**src/rtl/trng_out_packer_if.sv**
```systemverilog
// Bundle of the keystream-input and word-output signals of the TRNG output packer.
// The slave modport is the packer's view; the master modport is the generator/consumer side.
interface trng_out_packer_if #(
  parameter int WIDTH = 32,
  parameter int DEPTH = 4
);

  // Keystream side
  logic                     in_en;
  logic                     in_bit;
  logic                     flush;

  // Word output side
  logic [WIDTH-1:0]         out_data;
  logic                     out_valid;
  logic                     out_ready;

  // Status
  logic [$clog2(DEPTH):0]   fifo_level;
  logic [15:0]              drop_cnt;
  logic                     health_fail;

  modport slave (
    input  in_en,
    input  in_bit,
    input  flush,
    input  out_ready,
    output out_data,
    output out_valid,
    output fifo_level,
    output drop_cnt,
    output health_fail
  );

  modport master (
    output in_en,
    output in_bit,
    output flush,
    output out_ready,
    input  out_data,
    input  out_valid,
    input  fifo_level,
    input  drop_cnt,
    input  health_fail
  );

endinterface

```
**src/rtl/trng_out_packer.sv**
```systemverilog
// TRNG output packer: packs qualified keystream bits LSB-first into WIDTH-bit words,
// buffers them in a small FIFO, and runs a repetition-count health test that
// blocks further output once a run of identical bits reaches RCT_CUTOFF.
module trng_out_packer #(
  parameter int WIDTH      = 32,
  parameter int DEPTH      = 4,
  parameter int RCT_CUTOFF = 32
) (
  input  logic               clk,
  input  logic               rst,
  trng_out_packer_if.slave   bus
);

  localparam int CW = $clog2(WIDTH);
  localparam int AW = $clog2(DEPTH);
  localparam int LW = AW + 1;

  localparam logic [CW-1:0] LAST_BIT  = CW'(WIDTH - 1);
  localparam logic [LW-1:0] FULL_LVL  = LW'(DEPTH);
  localparam logic [5:0]    CUTOFF    = 6'(RCT_CUTOFF);

  // Packer and health-test state
  logic [CW-1:0]    bit_cnt;
  logic [WIDTH-1:0] shift_reg;
  logic [5:0]       run_cnt;
  logic             prev_bit;
  logic             health_fail;
  logic [15:0]      drop_cnt;

  // FIFO state
  logic [WIDTH-1:0] mem [DEPTH];
  logic [AW-1:0]    wr_ptr;
  logic [AW-1:0]    rd_ptr;
  logic [LW-1:0]    level;

  // Per-cycle decisions
  logic             accept;
  logic             last_bit;
  logic [WIDTH-1:0] word;
  logic [5:0]       run_next;
  logic             health_hit;
  logic             push_req;
  logic             pop;
  logic             full;
  logic             push;
  logic             drop;

  assign accept     = bus.in_en && !bus.flush && !health_fail;
  assign last_bit   = (bit_cnt == LAST_BIT);
  // Bits enter at the MSB and shift right, so the first bit of a word ends in bit 0.
  assign word       = {bus.in_bit, shift_reg[WIDTH-1:1]};
  assign health_hit = accept && (run_next == CUTOFF);
  // A word completing on the same edge as a health failure is silently discarded.
  assign push_req   = accept && last_bit && !health_hit;
  assign pop        = bus.out_valid && bus.out_ready && !bus.flush;
  assign full       = (level == FULL_LVL);
  assign push       = push_req && (!full || pop);
  assign drop       = push_req && full && !pop;

  // Next value of the repetition counter for the bit currently offered.
  always_comb begin
    // NOTE: default assigned first so every path drives run_next and no latch is inferred.
    run_next = 6'd1;
    if (run_cnt != 6'd0 && bus.in_bit == prev_bit) begin
      run_next = run_cnt + 6'd1;
    end
  end

  // Bit packer and repetition-count health test.
  always_ff @(posedge clk or posedge rst) begin
    // NOTE: non-blocking assignments for all sequential state so every register samples pre-edge values.
    if (rst) begin
      bit_cnt     <= '0;
      shift_reg   <= '0;
      run_cnt     <= '0;
      prev_bit    <= 1'b0;
      health_fail <= 1'b0;
    end else if (bus.flush) begin
      bit_cnt     <= '0;
      shift_reg   <= '0;
      run_cnt     <= '0;
      prev_bit    <= 1'b0;
      health_fail <= 1'b0;
    end else if (accept) begin
      bit_cnt   <= last_bit ? '0 : bit_cnt + 1'b1;
      shift_reg <= last_bit ? '0 : word;
      run_cnt   <= run_next;
      prev_bit  <= bus.in_bit;
      if (health_hit) begin
        health_fail <= 1'b1;
      end
    end
  end

  // FIFO pointers and occupancy.
  always_ff @(posedge clk or posedge rst) begin
    if (rst) begin
      wr_ptr <= '0;
      rd_ptr <= '0;
      level  <= '0;
    end else if (bus.flush) begin
      wr_ptr <= '0;
      rd_ptr <= '0;
      level  <= '0;
    end else begin
      if (push) begin
        wr_ptr <= wr_ptr + 1'b1;
      end
      if (pop) begin
        rd_ptr <= rd_ptr + 1'b1;
      end
      case ({push, pop})
        2'b10:   level <= level + 1'b1;
        2'b01:   level <= level - 1'b1;
        default: level <= level;
      endcase
    end
  end

  // FIFO storage; on a full push+pop the write lands in the slot being vacated.
  always_ff @(posedge clk) begin
    // NOTE: storage is not reset; out_data is masked while empty so stale entries are never visible.
    if (push) begin
      mem[wr_ptr] <= word;
    end
  end

  // Saturating count of completed words lost to a full FIFO; survives flush.
  always_ff @(posedge clk or posedge rst) begin
    if (rst) begin
      drop_cnt <= '0;
    end else if (drop && drop_cnt != 16'hFFFF) begin
      drop_cnt <= drop_cnt + 16'd1;
    end
  end

  assign bus.out_valid   = (level != '0);
  assign bus.out_data    = bus.out_valid ? mem[rd_ptr] : '0;
  assign bus.fifo_level  = level;
  assign bus.drop_cnt    = drop_cnt;
  assign bus.health_fail = health_fail;

endmodule

```
**src/flat_wrapper.sv**
```systemverilog
// flat-port wrapper written by rule: the top's interface ports become plain ports
module trng_out_packer_flat 
#(
  parameter int WIDTH      = 32,
  parameter int DEPTH      = 4,
  parameter int RCT_CUTOFF = 32
)
  (clk, rst, bus_in_en, bus_in_bit, bus_flush, bus_out_ready, bus_out_data, bus_out_valid, bus_fifo_level, bus_drop_cnt, bus_health_fail);
  trng_out_packer_if #(.WIDTH(WIDTH), .DEPTH(DEPTH)) bus_i ();
  input  logic clk;
  input  logic rst;
  input wire logic [$bits(bus_i.in_en)-1:0] bus_in_en;
  input wire logic [$bits(bus_i.in_bit)-1:0] bus_in_bit;
  input wire logic [$bits(bus_i.flush)-1:0] bus_flush;
  input wire logic [$bits(bus_i.out_ready)-1:0] bus_out_ready;
  output wire logic [$bits(bus_i.out_data)-1:0] bus_out_data;
  output wire logic [$bits(bus_i.out_valid)-1:0] bus_out_valid;
  output wire logic [$bits(bus_i.fifo_level)-1:0] bus_fifo_level;
  output wire logic [$bits(bus_i.drop_cnt)-1:0] bus_drop_cnt;
  output wire logic [$bits(bus_i.health_fail)-1:0] bus_health_fail;
  assign bus_i.in_en = bus_in_en;
  assign bus_i.in_bit = bus_in_bit;
  assign bus_i.flush = bus_flush;
  assign bus_i.out_ready = bus_out_ready;
  assign bus_out_data = bus_i.out_data;
  assign bus_out_valid = bus_i.out_valid;
  assign bus_fifo_level = bus_i.fifo_level;
  assign bus_drop_cnt = bus_i.drop_cnt;
  assign bus_health_fail = bus_i.health_fail;
  trng_out_packer #(.WIDTH(WIDTH), .DEPTH(DEPTH), .RCT_CUTOFF(RCT_CUTOFF)) u_core (.clk(clk), .rst(rst), .bus(bus_i));
endmodule
```
**config.mk**
```make
export PLATFORM = sky130hd
export DESIGN_NAME = trng_out_packer_flat
export DESIGN_NICKNAME = d
export VERILOG_FILES = /design/src/rtl/trng_out_packer_if.sv /design/src/rtl/trng_out_packer.sv /design/src/flat_wrapper.sv
export SDC_FILE = /design/constraint.sdc
export NUM_CORES = 1
export LEC_CHECK = 0
export ABC_AREA = 1
export ABC_CLOCK_PERIOD_IN_PS = 8940
export CORE_AREA = 4 4 117 119
export DETAILED_ROUTE_END_ITERATION = 6
export DIE_AREA = 0 0 121 123
export DONT_BUFFER_PORTS = 1
export GPL_TIMING_DRIVEN = 0
export PLACE_DENSITY = 0.8
export SYNTH_ARGS = -nofsm -noshare
export SYNTH_HDL_FRONTEND = slang
export SYNTH_SLANG_ARGS = --single-unit
```
**constraint.sdc**
```tcl
create_clock -name clk -period 8.94 [get_ports clk]
set_input_delay 0.894 -clock clk [delete_from_list [all_inputs] [get_ports clk]]
set_output_delay 0.894 -clock clk [all_outputs]
set_load 0.02 [all_outputs]
```
==> results of run 1 <==
stage by stage:
stage | std cells | utilization | area, um2
finish | 943 | 0.7164 | 9004
global route | 943 | 0.7164 | 9004
CTS | 943 | 0.7164 | 9004
detailed placement | 911 | 0.6688 | 8406
global placement | 907 | 0.6586 | 8278
floorplan | 735 | - | 8063
worst max-delay path, stage by stage (launching register included):
cell and delay (ns):
dfrtp_1 0.39, clkbuf_1 0.38, clkbuf_1 0.47, nor2_1 0.12, nor2_1 0.13, o21ai_0 0.13, a21oi_1 0.47
metal layers:
layer | global-route usage | vias to the layer above
met4 | 0.09986 | 0
li1 | - | 2545
met5 | 0 | -
met1 | 0.3169 | 2660
met3 | 0.05672 | 28
met2 | 0.4099 | 222
cells by family after synthesis:
logic type,Yosys count
flip-flops,195
AO/OA/AOI/OAI,149
adder cells (fa/ha/maj),10
AND/OR/NAND/NOR,263
buffers and inverters,101
XOR/XNOR,17
report_power, final:
| group | leakage, nW | switching (W) | total, W | internal [W] |
|---|---|---|---|---|
| logic | 1.05 | 0.0000251 | 0.0000329 | 0.00000784 |
| clock network | 0.281 | 0.000310 | 0.000764 | 0.000454 |
| registers | 2.10 | 0.00000415 | 0.000962 | 0.000958 |
| total | 3.43 | 0.000340 | 0.00176 | 0.00142 |
worst paths after layout:
kind,start,end,slack (ns),cells after the start
worst min register to register,u_core.shift_reg[11],u_core.mem[0][10],0.52,0
max in group asynchronous,rst,u_core.shift_reg[22],7.88,1
worst min-delay path,rst,u_core.bus.drop_cnt[15],0.50,1
min in group clk,u_core.shift_reg[11],u_core.mem[0][10],0.52,0
worst max register to register,u_core.bit_cnt[0],u_core.mem[2][7],6.06,9
worst max-delay path,u_core.rd_ptr[0],bus_out_data[28],5.51,6
final cells by class:
| cell class | count | area share |
|---|---|---|
| repair buffers | 4 | 0.01056 |
| clock inverters | 9 | 0.01445 |
| clock buffers | 23 | 0.05197 |
| well taps | 172 | 0.02390 |
| multi-input cells | 439 | 0.2428 |
| inverters | 71 | 0.02988 |
| flip-flops and latches | 195 | 0.6131 |
| plain buffers | 30 | 0.01334 |
cell usage in the layout (no fill, tap or decap), types with 4 or more instances in the layout:
master,Yosys,layout
clkbuf_16,0,17
o22ai_1,35,35
nor2_1,156,152
ha_1,9,9
nor2_4,1,5
clkbuf_1,25,29
a21oi_1,35,35
nand3_1,16,16
xnor2_1,6,6
inv_1,64,63
nand2_1,69,69
inv_2,5,5
dfrtp_1,67,67
buf_1,4,4
xor2_1,11,11
edfxtp_1,128,128
nand4_1,7,7
o21ai_0,76,76
==> run metrics, run 1 <==
Post-synth EDFFs=128; top-count cell post-synth=nor2_1; area of the multi-input gates=2186 um2; power per cell area=195.4 nW/um2; initial antenna violation count=0; post-synthesis simple-gate area fraction=0.1331; Post-route DRC=0; period utilisation layout=0.3834; Met3 Wirelength=1.199 mm; vias=5455; DR WL/cell=18.27 um; clock-pin slew on the worst setup and hold paths=0.07 ns; I/O pin cnt=59; Worst Path Arrival=2.53 ns; synthesized flop and latch total=195; top cell type's share of synthesized area=0.4767; Synth Cell Area=8063 um2; ANT nets after route=0; initial DRC count=662; total power=0.001760 W; CTS tree=done; setup violators final=0; die width=121 um; highest clock rate=291.8 MHz; Setup Buffers After CTS=0; VDD IR max=0.1452 mV; Ys Warns=0; Leak=3.428 nW; Seq/Total Area, Yosys=0.6847; Gate Count Post-Synth=735; first-pass GRT wire length=27.69 mm; Hold Slack=0.5028 ns; largest area contributor in the netlist=edfxtp_1; Site Rows=41; Synth Area per Inst=10.97 um2; CP Capture Type=primary output; max cap viols=0; pins over their slew limit=0; vias in the first global route=5501; worst skew pair latency=0.43 ns; largest family of logic cells by synthesized area=simple AND/OR/NAND/NOR gates; Initial Util=0.6415; Yosys cell types=29; Synth top cells by count=156 x nor2_1, 128 x edfxtp_1, 76 x o21ai_0, 69 x nand2_1, 67 x dfrtp_1; Final #Nets=774; GRT overflow=0; post-CTS sizing=0; hold_buf cts=0; top layer used by detailed routing=met4; total die area=14880 um2; number of fill cells in the layout=850; Fin. Hold Viols=0; status=completed; CP startpoint kind=flip-flop; I/O Buffers=0; crit path time final=3.427 ns; die span in y=123 um; CTS Sinks=195; vias per cell=5.785; Reg area=5520 um2; slack of the critical path=5.513 ns; M1 WL=6.996 mm; total CTS buffers=17; final setup TNS=0 ns; max FFs per register=128; ranking of synthesized cells by area=edfxtp_1 48%, dfrtp_1 21%, nor2_1 7.3%; Hold WC Path Type=in -> async; clock buffer depth=2; gr usage total=0.2463; post-synthesis mux area share=0; core area=12570 um2; critical setup path kind=reg -> out; worst-path maximum fanout=10; DR pass1 iterations=7; layout cells sized above 1=0.06615; pre-CTS setup slack=5.837 ns; Area Overhead vs Synth=11.67%; Adder-Cell Fraction of Synth Area=0.01645; ys flop type=edfxtp_1; clock skew=0.009776 ns; largest net degree at the start of global routing=68; WL met2=8.684 mm; placer congestion estimate=0.8019; root buf cell=clkbuf_16; slew margin rel.=0.4348; Synth Area in XOR/XNOR=0.01847; Compound-Gate Fraction of Synth Area=0.09932; Post-synth ARST share=0.3436; pin slew with the least headroom to its limit=0.8478 ns; DP HPWL=10.91 mm; diode count=0; syn_nets=751; worst path required time=8.05 ns; Routed WL=17.23 mm; number of H-tree levels=4; RSZ-0062 raised after global routing=false
No activity file was read; power rests on OpenSTA's default activity.
==> run 2: changes to the inputs <==
Settings changed: ABC_CLOCK_PERIOD_IN_PS 8940 to 3200, CORE_AREA 4 4 117 119 to 4 4 119 121, DIE_AREA 0 0 121 123 to 0 0 123 125, PLACE_DENSITY 0.8 to 0.77.
Clock period 8.94 ns to 3.2 ns, I/O delays scaled along.
==> run 2 against run 1 <==
Critical path depth is the same. Cell count grew 0.64%. Largest cell class unchanged. Sequential power grew to 2.8 times the previous value.
==> run metrics, run 2 (synthesized netlist as in run 1, its figures left out) <==
grt peak-use layer=met2; Post-Layout Inst Area=9022 um2; placer congestion estimate=0.8140; worst path required time=2.88 ns; WP buf/inv=2; Area Overhead vs Synth=11.90%; Post-route DRC=0; initial antenna violation count=0; diode count=0; Hold WC Path Type=in -> reg; commonest non-fill, non-tap cells in the layout=152 x nor2_1, 128 x edfxtp_1, 76 x o21ai_0, 69 x nand2_1, 67 x dfrtp_1; CP max stage cell=clkbuf_1; worst-path maximum fanout=10; most common cell after layout, fill and taps aside=nor2_1; die span in y=125 um; max FFs per register=128; CP Capture Type=primary output; setup violators final=0; pin slew with the least headroom to its limit=0.8273 ns; vias per cell=5.675; Final #Nets=776; met1 Resource Use GR=0.2982; crit path time final=2.828 ns; slew margin rel.=0.4485; part of the power in the clock network=0.432; vias=5386; clock buffer depth=2; clock skew=0.009002 ns; highest clock rate=353.6 MHz; VDD IR max=0.3348 mV; power per cell area=542.5 nW/um2; CTS tree=done; crit path cell chain=clkbuf_1, clkbuf_1, nor2_1, nor2_1, o21ai_0, a21oi_1; Flop pwr share=0.549; core area=13090 um2; vias in the first global route=5330; total die area=15380 um2; status=completed; reg2reg setup slack=0.42 ns; gr usage total=0.2275; RSZ-0062 raised after global routing=false; clock-pin slew on the worst setup and hold paths=0.06 ns; DR pass1 iterations=6; sw power=0.0009725 W; Site Rows=42; root buf cell=clkbuf_16; first-pass GRT wire length=26.82 mm; Sw Ratio=0.1987; number of H-tree levels=4; period utilisation layout=0.8837; critical setup path kind=reg -> out; GRT overflow=0; ANT nets after route=0; I/O pin cnt=59; worst skew pair latency=0.43 ns; met2 usage=0.3686; DR WL/cell=17.77 um; CTS Sinks=195; Initial Util=0.6162; Fin. Hold Viols=0; crit-path max cell delay=0.45 ns; placed inst area=8411 um2; largest net degree at the start of global routing=68; Leak=3.429 nW; final setup TNS=0 ns; Worst Path Arrival=2.51 ns; total CTS buffers=17; grt met3 use=0.05781; die width=123 um; pre-CTS setup slack=0.4045 ns; Routed WL=16.86 mm; layout cells sized above 1=0.06856; DP HPWL=10.66 mm; Comb pwr share=0.019; Hold Slack=0.05757 ns; pins over their slew limit=0; cell-internal power=0.003922 W; slack of the critical path=0.3722 ns; I/O Buffers=0; Setup Buffers After CTS=0; CP startpoint kind=flip-flop; number of fill cells in the layout=895; initial DRC count=585; max cap viols=0; CP delay by family, top=buffers and inverters
[run 2: cell count changes in the layout (fill, tap and decap cells not counted), sizes merged]
cell | previous run | this run
clkbuf | 48 | 43
clkinv | 5 | 7
clkinvlp | 3 | 5
dlygate4sd3 | 0 | 2
inv | 69 | 70
[run 2: power by group through the flow]
stage / clock, W / sequential [W] / combinational, W
finish: 0.00211 / 0.00269 / 0.0000928
global route: 0.00224 / 0.00269 / 0.000107
CTS: 0.00214 / 0.00269 / 0.0000941
detailed placement: 0 / 0.00274 / 0.0000898
global placement: 0 / 0.00274 / 0.0000803
floorplan: 0 / 0.00274 / 0.0000639
[run 2: area by class of cell]
cell class / count / area (um2) / area share
flip-flops and latches: 195 / 5520 / 0.6118
multi-input cells: 439 / 2186 / 0.2423
clock buffers: 18 / 429.2 / 0.04757
inverters: 71 / 269.0 / 0.02982
well taps: 176 / 220.2 / 0.02441
clock inverters: 14 / 162.7 / 0.01803
plain buffers: 30 / 120.1 / 0.01331
repair buffers: 6 / 115.1 / 0.01276
[run 2: layer usage]
metal,part of all wire,vias to the layer above
li1,-,2554
met1,0.41,2600
met2,0.51,205
met3,0.064,27
met4,0.017,0
met5,0,-
[run 2: worst reg2reg max path: stages (launching register included)]
cell	delay [ns]
dfrtp_1	0.39
ha_1	0.19
nand2_1	0.09
nor2_1	0.14
ha_1	0.19
inv_1	0.08
nor2_1	0.26
nand3_1	0.39
nor2_4	0.50
buf_16	0.24
[run 2: repair_timing]
action                    in CTS  in global routing
hold buffers                   2                  0
gates resized for setup        0                  0
hold endpoints to repair      71                  0
[run 2: path summary, 6_finish.rpt]
check,end,start,cells after the start
worst min register to register,u_core.mem[2][14],u_core.shift_reg[15],0
min in group asynchronous,u_core.bus.drop_cnt[5],rst,2
worst max-delay path,bus_out_data[10],u_core.rd_ptr[0],6
worst max register to register,u_core.mem[2][4],u_core.bit_cnt[0],9
max in group asynchronous,u_core.wr_ptr[0],rst,2
worst min-delay path,u_core.shift_reg[31],bus_in_bit,2
[run 2: stage by stage]
step,power (W),utilization,instances
5_1_grt,0.005035,0.6895,949
3_5_place_dp,0.002829,0.6428,915
6_report,0.004894,0.6895,949
3_3_place_gp,0.002818,0.6330,911
4_1_cts,0.004920,0.6895,949
2_1_floorplan,0.002801,-,735
==> run 3: changes to the inputs <==
--- a/config.mk
+++ b/config.mk
@@ -14,3 +14,3 @@
 export GPL_TIMING_DRIVEN = 0
-export PLACE_DENSITY = 0.77
+export PLACE_DENSITY_LB_ADDON = 0.1
 export SYNTH_ARGS = -nofsm -noshare
==> constraint.sdc (replaced) <==
create_clock -name clk -period 3.2 [get_ports clk]
set_input_delay 0.64 -clock clk [delete_from_list [all_inputs] [get_ports clk]]
set_output_delay 0.64 -clock clk [all_outputs]
set_load 0.02 [all_outputs]
==> run 3 against run 2 <==
Clock power is essentially flat. Sequential share of layout area shrank 0.33 points. Critical path type unchanged. Critical endpoint is now bus_out_data[21]. Largest cell class unchanged. Core utilization grew 0.37 points.
==> run metrics, run 3 (synthesized netlist as in run 1, its figures left out) <==
pin slew with the least headroom to its limit=0.8367 ns; critical setup path kind=reg -> out; reg2reg setup slack=0.31 ns; CTS tree=done; vias=5336; DR pass1 iterations=5; Final #Nets=778; largest net degree at the start of global routing=68; most common cell after layout, fill and taps aside=nor2_1; initial antenna violation count=0; GRT overflow=0; CP delay by family, top=buffers and inverters; vias per cell=5.611; total power=0.004853 W; worst path required time=2.56 ns; pins over their slew limit=0; CP max stage cell=clkbuf_1; setup violators final=0; CTS Sinks=195; total die area=15380 um2; clock buffer depth=2; Post-Layout Inst Area=9071 um2; Hold Slack=0.2519 ns; core area=13090 um2; crit path time final=3.129 ns; I/O Buffers=0; max cap viols=0; WP buf/inv=2; placer congestion estimate=0.8199; RSZ-0062 raised after global routing=true; DP HPWL=10.45 mm; Fin. Hold Viols=0; diode count=0; gr usage total=0.2293; number of fill cells in the layout=957; VDD IR max=0.3017 mV; total CTS buffers=17; Area Overhead vs Synth=12.51%; clock skew=0.007621 ns; power per cell area=535.0 nW/um2; placed inst area=8411 um2; I/O pin cnt=59; layout cells sized above 1=0.07613; Initial Util=0.6162; crit path cell chain=clkbuf_1, clkbuf_1, nor2_1, nor2_1, o21ai_0, a21oi_1; period utilisation layout=0.9779; number of H-tree levels=4; first-pass GRT wire length=27.06 mm; clock-pin slew on the worst setup and hold paths=0.06 ns; Hold WC Path Type=in -> async; CP Capture Type=primary output; die width=123 um; worst skew pair latency=0.43 ns; commonest non-fill, non-tap cells in the layout=152 x nor2_1, 128 x edfxtp_1, 76 x o21ai_0, 69 x nand2_1, 67 x dfrtp_1; slew margin rel.=0.4422; final setup TNS=0 ns; initial DRC count=477; root buf cell=clkbuf_16; ANT nets after route=0; die span in y=125 um; status=completed; worst-path maximum fanout=10; vias in the first global route=5320; CP startpoint kind=flip-flop; Worst Path Arrival=2.49 ns; max FFs per register=128; Leak=3.455 nW; Post-route DRC=0; crit-path max cell delay=0.52 ns; highest clock rate=319.6 MHz; Routed WL=16.56 mm; DR WL/cell=17.41 um; Site Rows=42; Finished Core Util=0.6932
-- run 3: cell types whose count changed in the layout (fill, tap and decap cells not counted), sizes merged --
cell / before / now
clkbuf: 43 / 45
clkinv: 7 / 9
buf: 9 / 13
dlygate4sd3: 2 / 0
inv: 70 / 69
clkinvlp: 5 / 2
-- run 3: metrics by stage --
step / cells / setup WS (ns)
global placement: 911 / -1.321
detailed placement: 915 / 0.1456
finish: 951 / 0.07062
CTS: 947 / 0.06644
global route: 951 / -0.06184
floorplan: 735 / -0.02749
-- run 3: power breakdown --
group	internal [W]	switching, W
registers	0.00268	0.0000113
clock network	0.00122	0.000859
logic	0.0000217	0.0000667
-- run 3: path summary, 6_finish.rpt --
check | from | end | cells past startpoint
worst max-delay path | u_core.rd_ptr[0] | bus_out_data[21] | 6
worst min-delay path | rst | u_core.bus.drop_cnt[15] | 1
worst max register to register | u_core.bus.fifo_level[0] | u_core.mem[3][11] | 9
worst min register to register | u_core.bit_cnt[1] | u_core.bit_cnt[1] | 2
max in group asynchronous | rst | u_core.shift_reg[26] | 1
min in group clk | bus_in_bit | u_core.mem[1][31] | 0
-- run 3: final cells by class --
type                    instances  area, um2  share of cell area
well taps                     176      220.2             0.02428
plain buffers                  30      121.4             0.01338
flip-flops and latches        195       5520              0.6086
clock inverters                12      140.1             0.01545
multi-input cells             439       2201              0.2426
clock buffers                  20      436.7             0.04814
repair buffers                  8      162.7             0.01793
inverters                      71      269.0             0.02966
-- run 3: worst reg2reg max path, cell delays in order, from the launching register on --
cell,delay [ns]
dfrtp_1,0.50
inv_2,0.10
nand2_1,0.11
nor2_2,0.11
nor2_1,0.31
nand2_2,0.13
nand3b_1,0.16
nand3_1,0.34
nor2_4,0.59
buf_16,0.25
-- run 3: metal layers --
metal / global-route usage / part of all wire
met1: 0.3025 / 0.42
met2: 0.3731 / 0.51
met3: 0.05465 / 0.055
met4: 0.08339 / 0.015
met5: 0 / 0
-- run 3: timing repair --
| action | CTS | global route |
|---|---|---|
| gates resized for setup | 1 | 5 |
| pin swaps | 0 | 1 |
| hold buffers | 0 | 0 |
| setup buffers | 0 | 4 |
| endpoints found under the setup margin | 1 | 39 |
